[src/rtl/ifu_pkg.sv]
// Shared encodings for the instruction fetch unit: next-PC select codes,
// fetch FSM states and the default reset PC.
package ifu_pkg;

    localparam logic [1:0] NPC_SEQ = 2'b00;
    localparam logic [1:0] NPC_BR  = 2'b01;
    localparam logic [1:0] NPC_J   = 2'b10;
    localparam logic [1:0] NPC_JR  = 2'b11;

    localparam logic [31:0] DefaultResetPc = 32'h0000_3000;

    typedef enum logic [1:0] {
        StStart = 2'b00,
        StFetch = 2'b01,
        StHold  = 2'b10,
        StErr   = 2'b11
    } ifu_state_e;

endpackage

[src/rtl/ifu_npc.sv]
// Combinational next-PC selection: sequential, branch, jump or register jump,
// plus a misalignment flag for the register-jump target.
module ifu_npc
    import ifu_pkg::*;
(
    input  logic [31:0] pc_plus4_i,
    input  logic [1:0]  npc_sel_i,
    input  logic        branch_taken_i,
    input  logic [31:0] ext_out_i,
    input  logic [25:0] instr_idx_i,
    input  logic [31:0] jr_target_i,
    output logic [31:0] npc_o,
    output logic        misalign_o
);

    always_comb begin
        npc_o = pc_plus4_i;
        unique case (npc_sel_i)
            NPC_SEQ: npc_o = pc_plus4_i;
            NPC_BR: begin
                if (branch_taken_i) begin
                    npc_o = pc_plus4_i + (ext_out_i << 2);
                end
            end
            NPC_J:   npc_o = {pc_plus4_i[31:28], instr_idx_i, 2'b00};
            NPC_JR:  npc_o = jr_target_i;
            default: npc_o = pc_plus4_i;
        endcase
    end

    assign misalign_o = |jr_target_i[1:0];

endmodule

[src/rtl/ifu.sv]
// Instruction fetch unit: PC and IR registers plus the fetch handshake FSM
// (START -> FETCH -> HOLD, with a terminal ERR on a misaligned jr target).
module ifu
    import ifu_pkg::*;
#(
    parameter logic [31:0] RESET_PC = DefaultResetPc
) (
    input  logic        clk,
    input  logic        rst_n,
    output logic        imem_req,
    output logic [31:0] imem_addr,
    input  logic        imem_ack,
    input  logic [31:0] imem_rdata,
    input  logic        stall,
    input  logic [1:0]  npc_sel,
    input  logic        branch_taken,
    input  logic [31:0] ext_out,
    input  logic [31:0] jr_target,
    output logic [31:0] pc,
    output logic [31:0] pc_plus4,
    output logic [31:0] instr,
    output logic [15:0] imm16,
    output logic        instr_valid,
    output logic        fetch_err
);

    ifu_state_e  state_q, state_d;
    logic [31:0] pc_q, pc_d;
    logic [31:0] ir_q, ir_d;
    logic        err_q, err_d;
    logic [31:0] npc;
    logic        misalign;

    assign pc_plus4 = pc_q + 32'd4;

    ifu_npc u_npc (
        .pc_plus4_i     (pc_plus4),
        .npc_sel_i      (npc_sel),
        .branch_taken_i (branch_taken),
        .ext_out_i      (ext_out),
        .instr_idx_i    (ir_q[25:0]),
        .jr_target_i    (jr_target),
        .npc_o          (npc),
        .misalign_o     (misalign)
    );

    always_comb begin
        state_d = state_q;
        pc_d    = pc_q;
        ir_d    = ir_q;
        err_d   = err_q;
        unique case (state_q)
            StStart: state_d = StFetch;
            StFetch: begin
                if (imem_ack) begin
                    ir_d    = imem_rdata;
                    state_d = StHold;
                end
            end
            StHold: begin
                if (!stall) begin
                    // A bad jr target freezes the PC so it still points at the jr.
                    if (npc_sel == NPC_JR && misalign) begin
                        err_d   = 1'b1;
                        state_d = StErr;
                    end else begin
                        pc_d    = npc;
                        state_d = StFetch;
                    end
                end
            end
            StErr:   state_d = StErr;
            default: state_d = StStart;
        endcase
    end

    always_ff @(posedge clk or negedge rst_n) begin
        if (!rst_n) begin
            state_q <= StStart;
            pc_q    <= RESET_PC;
            ir_q    <= 32'h0;
            err_q   <= 1'b0;
        end else begin
            state_q <= state_d;
            pc_q    <= pc_d;
            ir_q    <= ir_d;
            err_q   <= err_d;
        end
    end

    assign imem_req    = (state_q == StFetch);
    assign imem_addr   = pc_q;
    assign instr_valid = (state_q == StHold);
    assign pc          = pc_q;
    assign instr       = ir_q;
    assign imm16       = ir_q[15:0];
    assign fetch_err   = err_q;

endmodule

[config.mk]
export PLATFORM = sky130hd
export DESIGN_NAME = ifu
export DESIGN_NICKNAME = d
export VERILOG_FILES = /design/src/rtl/ifu_pkg.sv /design/src/rtl/ifu_npc.sv /design/src/rtl/ifu.sv
export SDC_FILE = /design/constraint.sdc
export NUM_CORES = 1
export LEC_CHECK = 0
export BUFFER_PORTS_ARGS = -buffer_cell sky130_fd_sc_hd__buf_2
export CELL_PAD_IN_SITES_DETAIL_PLACEMENT = 0
export CELL_PAD_IN_SITES_GLOBAL_PLACEMENT = 2
export CORE_ASPECT_RATIO = 0.6
export CORE_MARGIN = 4
export CORE_UTILIZATION = 28
export DETAILED_ROUTE_END_ITERATION = 8
export HOLD_SLACK_MARGIN = 0.06
export PLACE_DENSITY = 0.78
export RECOVER_POWER = 25
export SETUP_SLACK_MARGIN = 0.5
export SYNTH_ARGS = -nofsm -noshare
export SYNTH_HDL_FRONTEND = slang
export SYNTH_HIERARCHICAL = 1
export SYNTH_SLANG_ARGS = --single-unit
[constraint.sdc]
create_clock -name clk -period 4.9 [get_ports clk]
set_input_delay 0.735 -clock clk [delete_from_list [all_inputs] [get_ports clk]]
set_output_delay 0.735 -clock clk [all_outputs]
set_load 0.01 [all_outputs]
==> summary.txt <==
Floorplan
  – Core area: 21,200 sq um
  – Die Ht: roughly 120 microns
  – Initial Util: between 20 and 30%
  – Die X: approximately 200 microns
  – Ports: between 200 and 300
  – FP Rows: a little over 40
  – Die area: 24,200 sq um

CTS
  – CTS Buffer Depth: 2
  – H-tree depth: 3
  – Clk_lat worst skew: between 300 and 400 ps
  – # clock sinks: 67
  – CTS Buf Count: 9
  – CTS tree: built
  – Clock-pin slew on the worst setup and hold paths: about 60 ps
  – Root Buffer: clkbuf_16

Worst hold path
  – Hold WC Path Type: reg -> reg
  – HP Start: fetch_err

Layout
  – Area growth syn-to-layout: 26.9%
  – N_diodes: 0
  – Fin nets: approximately 990
  – Filler cells: about 2,300
  – Sequential Area: approximately 1700 sq um
  – Area of the multi-input gates: roughly 4000 sq um
  – Share of cells above drive strength 1: between 40 and 50%

Logic synthesis
  – Synthesized area: a little over 6000 sq um
  – Most common cell in the synthesized netlist: mux2_2
  – Mux share of post-synthesis cell area: 18.7%
  – Post-synthesis compound-gate area fraction: roughly 16%
  – Top FF cell, synth: dfrtp_1
  – Post-synthesis simple-gate area fraction: 15.4%
  – Top cell type's share of synthesized area: 26.7%
  – Count of cell types in the netlist: 72
  – Syn Nets: approximately 780
  – Largest family of logic cells by synthesized area: multiplexers
  – XOR/XNOR Fraction of Synth Area: under 10%
  – Synth top area cells: dfrtp_1, mux2_2, buf_4, ha_1, xnor2_1
  – Top cell type by total area after synthesis: dfrtp_1
  – Register area share after synthesis: between 20% and 30%
  – Syn Area/Cell: ~9.4 sq um
  – Yosys Warn Count: 6
  – Synth async-reset ratio: 100%
  – Gate Count Post-Synth: 648
  – Post-synth top cells: mux2_2, dfrtp_1, a21oi_1, buf_4
  – Post-synth EDFFs: 0
  – Synthesized flop and latch total: between 60 and 70
  – Adder-Cell Fraction of Synth Area: roughly 6.5%

Detailed routing
  – Via density: slightly above 5
  – Wl on met1: 12,300 microns
  – DR WL/cell: 21.2 microns
  – Detail Route Antenna Nets: 0
  – Routed WL: approximately 24,000 microns
  – Metal3 WL: 2190 microns
  – DRC: 0
  – DR vias: between 5,000 and 6,000
  – 1st-iter DRT viols: ~370
  – Met2 wire length: approximately 9400 microns
  – Initial DRT Pass Iterations: 5
  – Uppermost routed layer: met5

STA
  – Slew Limit Headroom: -52.2%
  – Fmax: 237 MHz
  – Final Cycle Share: 86.3%
  – Final Hold Fails: 0
  – Setup Skew: just over 9 ps
  – RSZ-0062 raised after global routing: false
  – Setup-failing EPs final: 0
  – Final setup TNS: 0 ps
  – Worst-margin pin slew: roughly 2300 ps
  – Fin. max-slew vios: between 100 and 150
  – Crit path time final: 4230 ps

Run status
  – Outcome: finished, violations left
  – Failing checks: max-capacitance violations, max-slew violations

Setup path
  – Largest stage delay, worst path: about 480 ps
  – Slowest cell on crit path: a211oi_1
  – Max FO, Critical Path: 6
  – Crit path launch type: flip-flop
  – CP startpoint: imem_addr[2]
  – Critical Path End Type: flip-flop
  – Worst r2r src: imem_addr[2]
  – Worst reg-to-reg setup slack: 670 ps
  – Crit Path Category: reg -> reg
  – Worst path arrival time: roughly 4500 ps
  – Crit path required time: 5140 ps
  – Worst-path cell chain: ha_2 > nand4_1 > buf_4 > nor2_4 > buf_12 > nand2_1 > xnor2_2 > ha_1 > a21o_1 > a21o_1 > a21oi_1 > o221ai_1 > a211oi_1 > a211oi_1 > mux2i_1 > nand2_1 > mux2_2

Global routing
  – Vias in the first global route: 5,538
  – Tot GR Track Use: between 10% and 20%
  – Largest net degree at the start of global routing: just under 70
  – Global-route wire length before repair: about 35,000 microns
  – Overflow after GRT: 0
  – Antenna violations before repair: 1

Power and ir drop
  – Pwr/cell area: ~660 nW/um^2
  – Pwr Total: between 5 and 6 mW
  – Max rail drop VDD: about 0.27 mV
  – P_leak: between 3 and 4 nW

Placement
  – Dpl hpwl: roughly 19,000 microns
  – Input/output buffers: about 250
  – GPL Wtd Cong: approximately 0.86

Flow run
  – Maxcap violations: 2
logic make-up (layout without fill, tap and decap cells):
kind of cell | Yosys count | in the layout
AND/OR/NAND/NOR | 178 | 178
flip-flops | 67 | 67
multiplexers | 91 | 91
buffers and inverters | 86 | 294
AO/OA/AOI/OAI | 144 | 144
XOR/XNOR | 51 | 51
adder cells (fa/ha/maj) | 31 | 31
metal layers:
metal	vias to the layer above	GRT usage, %
li1	2730	-
met1	2788	30.1
met2	237	26.4
met3	18	6.58
met4	2	3.40
met5	-	0
through the flow:
step / cell area [sq um] / cells / setup WS [ps] / util (%) / hold WS [ps]
global placement: 7320 / 1114 / 557 / 34.6 / 465
detailed placement: 7320 / 1114 / 530 / 34.6 / 453
floorplan: 6090 / 648 / 1060 / - / 439
CTS: 7640 / 1130 / 502 / 36.1 / 480
finish: 7730 / 1135 / 673 / 36.5 / 478
global route: 7730 / 1135 / 479 / 36.5 / 508
power breakdown:
| part | switching, mW | total [mW] | internal, mW |
|---|---|---|---|
| combinational | 1.73 | 3.16 | 1.43 |
| clock | 0.281 | 0.724 | 0.444 |
| sequential | 0.384 | 1.21 | 0.824 |
placed cells by master (no fill, tap or decap), drive strengths merged, types with 4 or more instances in the layout:
master / netlist / routed
mux2: 74 / 74
nor2: 46 / 46
and2: 6 / 6
a31oi: 7 / 7
xnor2: 33 / 33
a21oi: 53 / 53
dfrtp: 65 / 65
nand3: 18 / 18
ha: 30 / 30
a22oi: 8 / 8
a21boi: 4 / 4
and3: 11 / 11
mux4: 11 / 11
nor2b: 16 / 16
mux2i: 6 / 6
nand4: 17 / 17
a221oi: 5 / 5
o21ai: 21 / 21
xor2: 18 / 18
nand2: 45 / 45
a21o: 16 / 16
inv: 8 / 8
buf: 60 / 267
clkbuf: 18 / 12
flip-flops by register name, summed over array words and instances (netlist names):
| name | flops |
|---|---|
| imem_addr | 32 |
| state_q | 2 |
| fetch_err | 1 |
| instr | 32 |
worst paths after layout:
kind	end	cells after the start
max	imem_addr[31]	17
min	fetch_err	1
max in group asynchronous	instr[24]	1
min reg2reg	fetch_err	1
max reg2reg	imem_addr[31]	17
min in group asynchronous	imem_addr[11]	1
critical path, delay by kind of cell, from the launching register on:
| family | cells | cell delay (ps) |
|---|---|---|
| muxes | 2 | 430 |
| buffers and inverters | 2 | 310 |
| DFF | 1 | 470 |
| and+or+nand+nor | 4 | 430 |
| AOI/OAI and AO/OA | 6 | 1500 |
| adders and majority gates | 2 | 670 |
| xor gates and xnor gates | 1 | 290 |
area by class of cell:
| cell class | count | area share (%) |
|---|---|---|
| Multi-Input combinational cell | 495 | 50.9 |
| Sequential cell | 67 | 21.7 |
| Timing Repair Buffer | 270 | 18.3 |
| Tap cell | 279 | 4.52 |
| Clock buffer | 9 | 2.91 |
| Clock inverter | 7 | 1.20 |
| Inverter | 8 | 0.389 |
timing repair:
action	4_1_cts	5_1_grt
gates resized for setup	0	8
endpoints found under the setup margin	0	8
setup buffers	0	5
hold buffers	0	0
(Power assumes the default switching activity.)
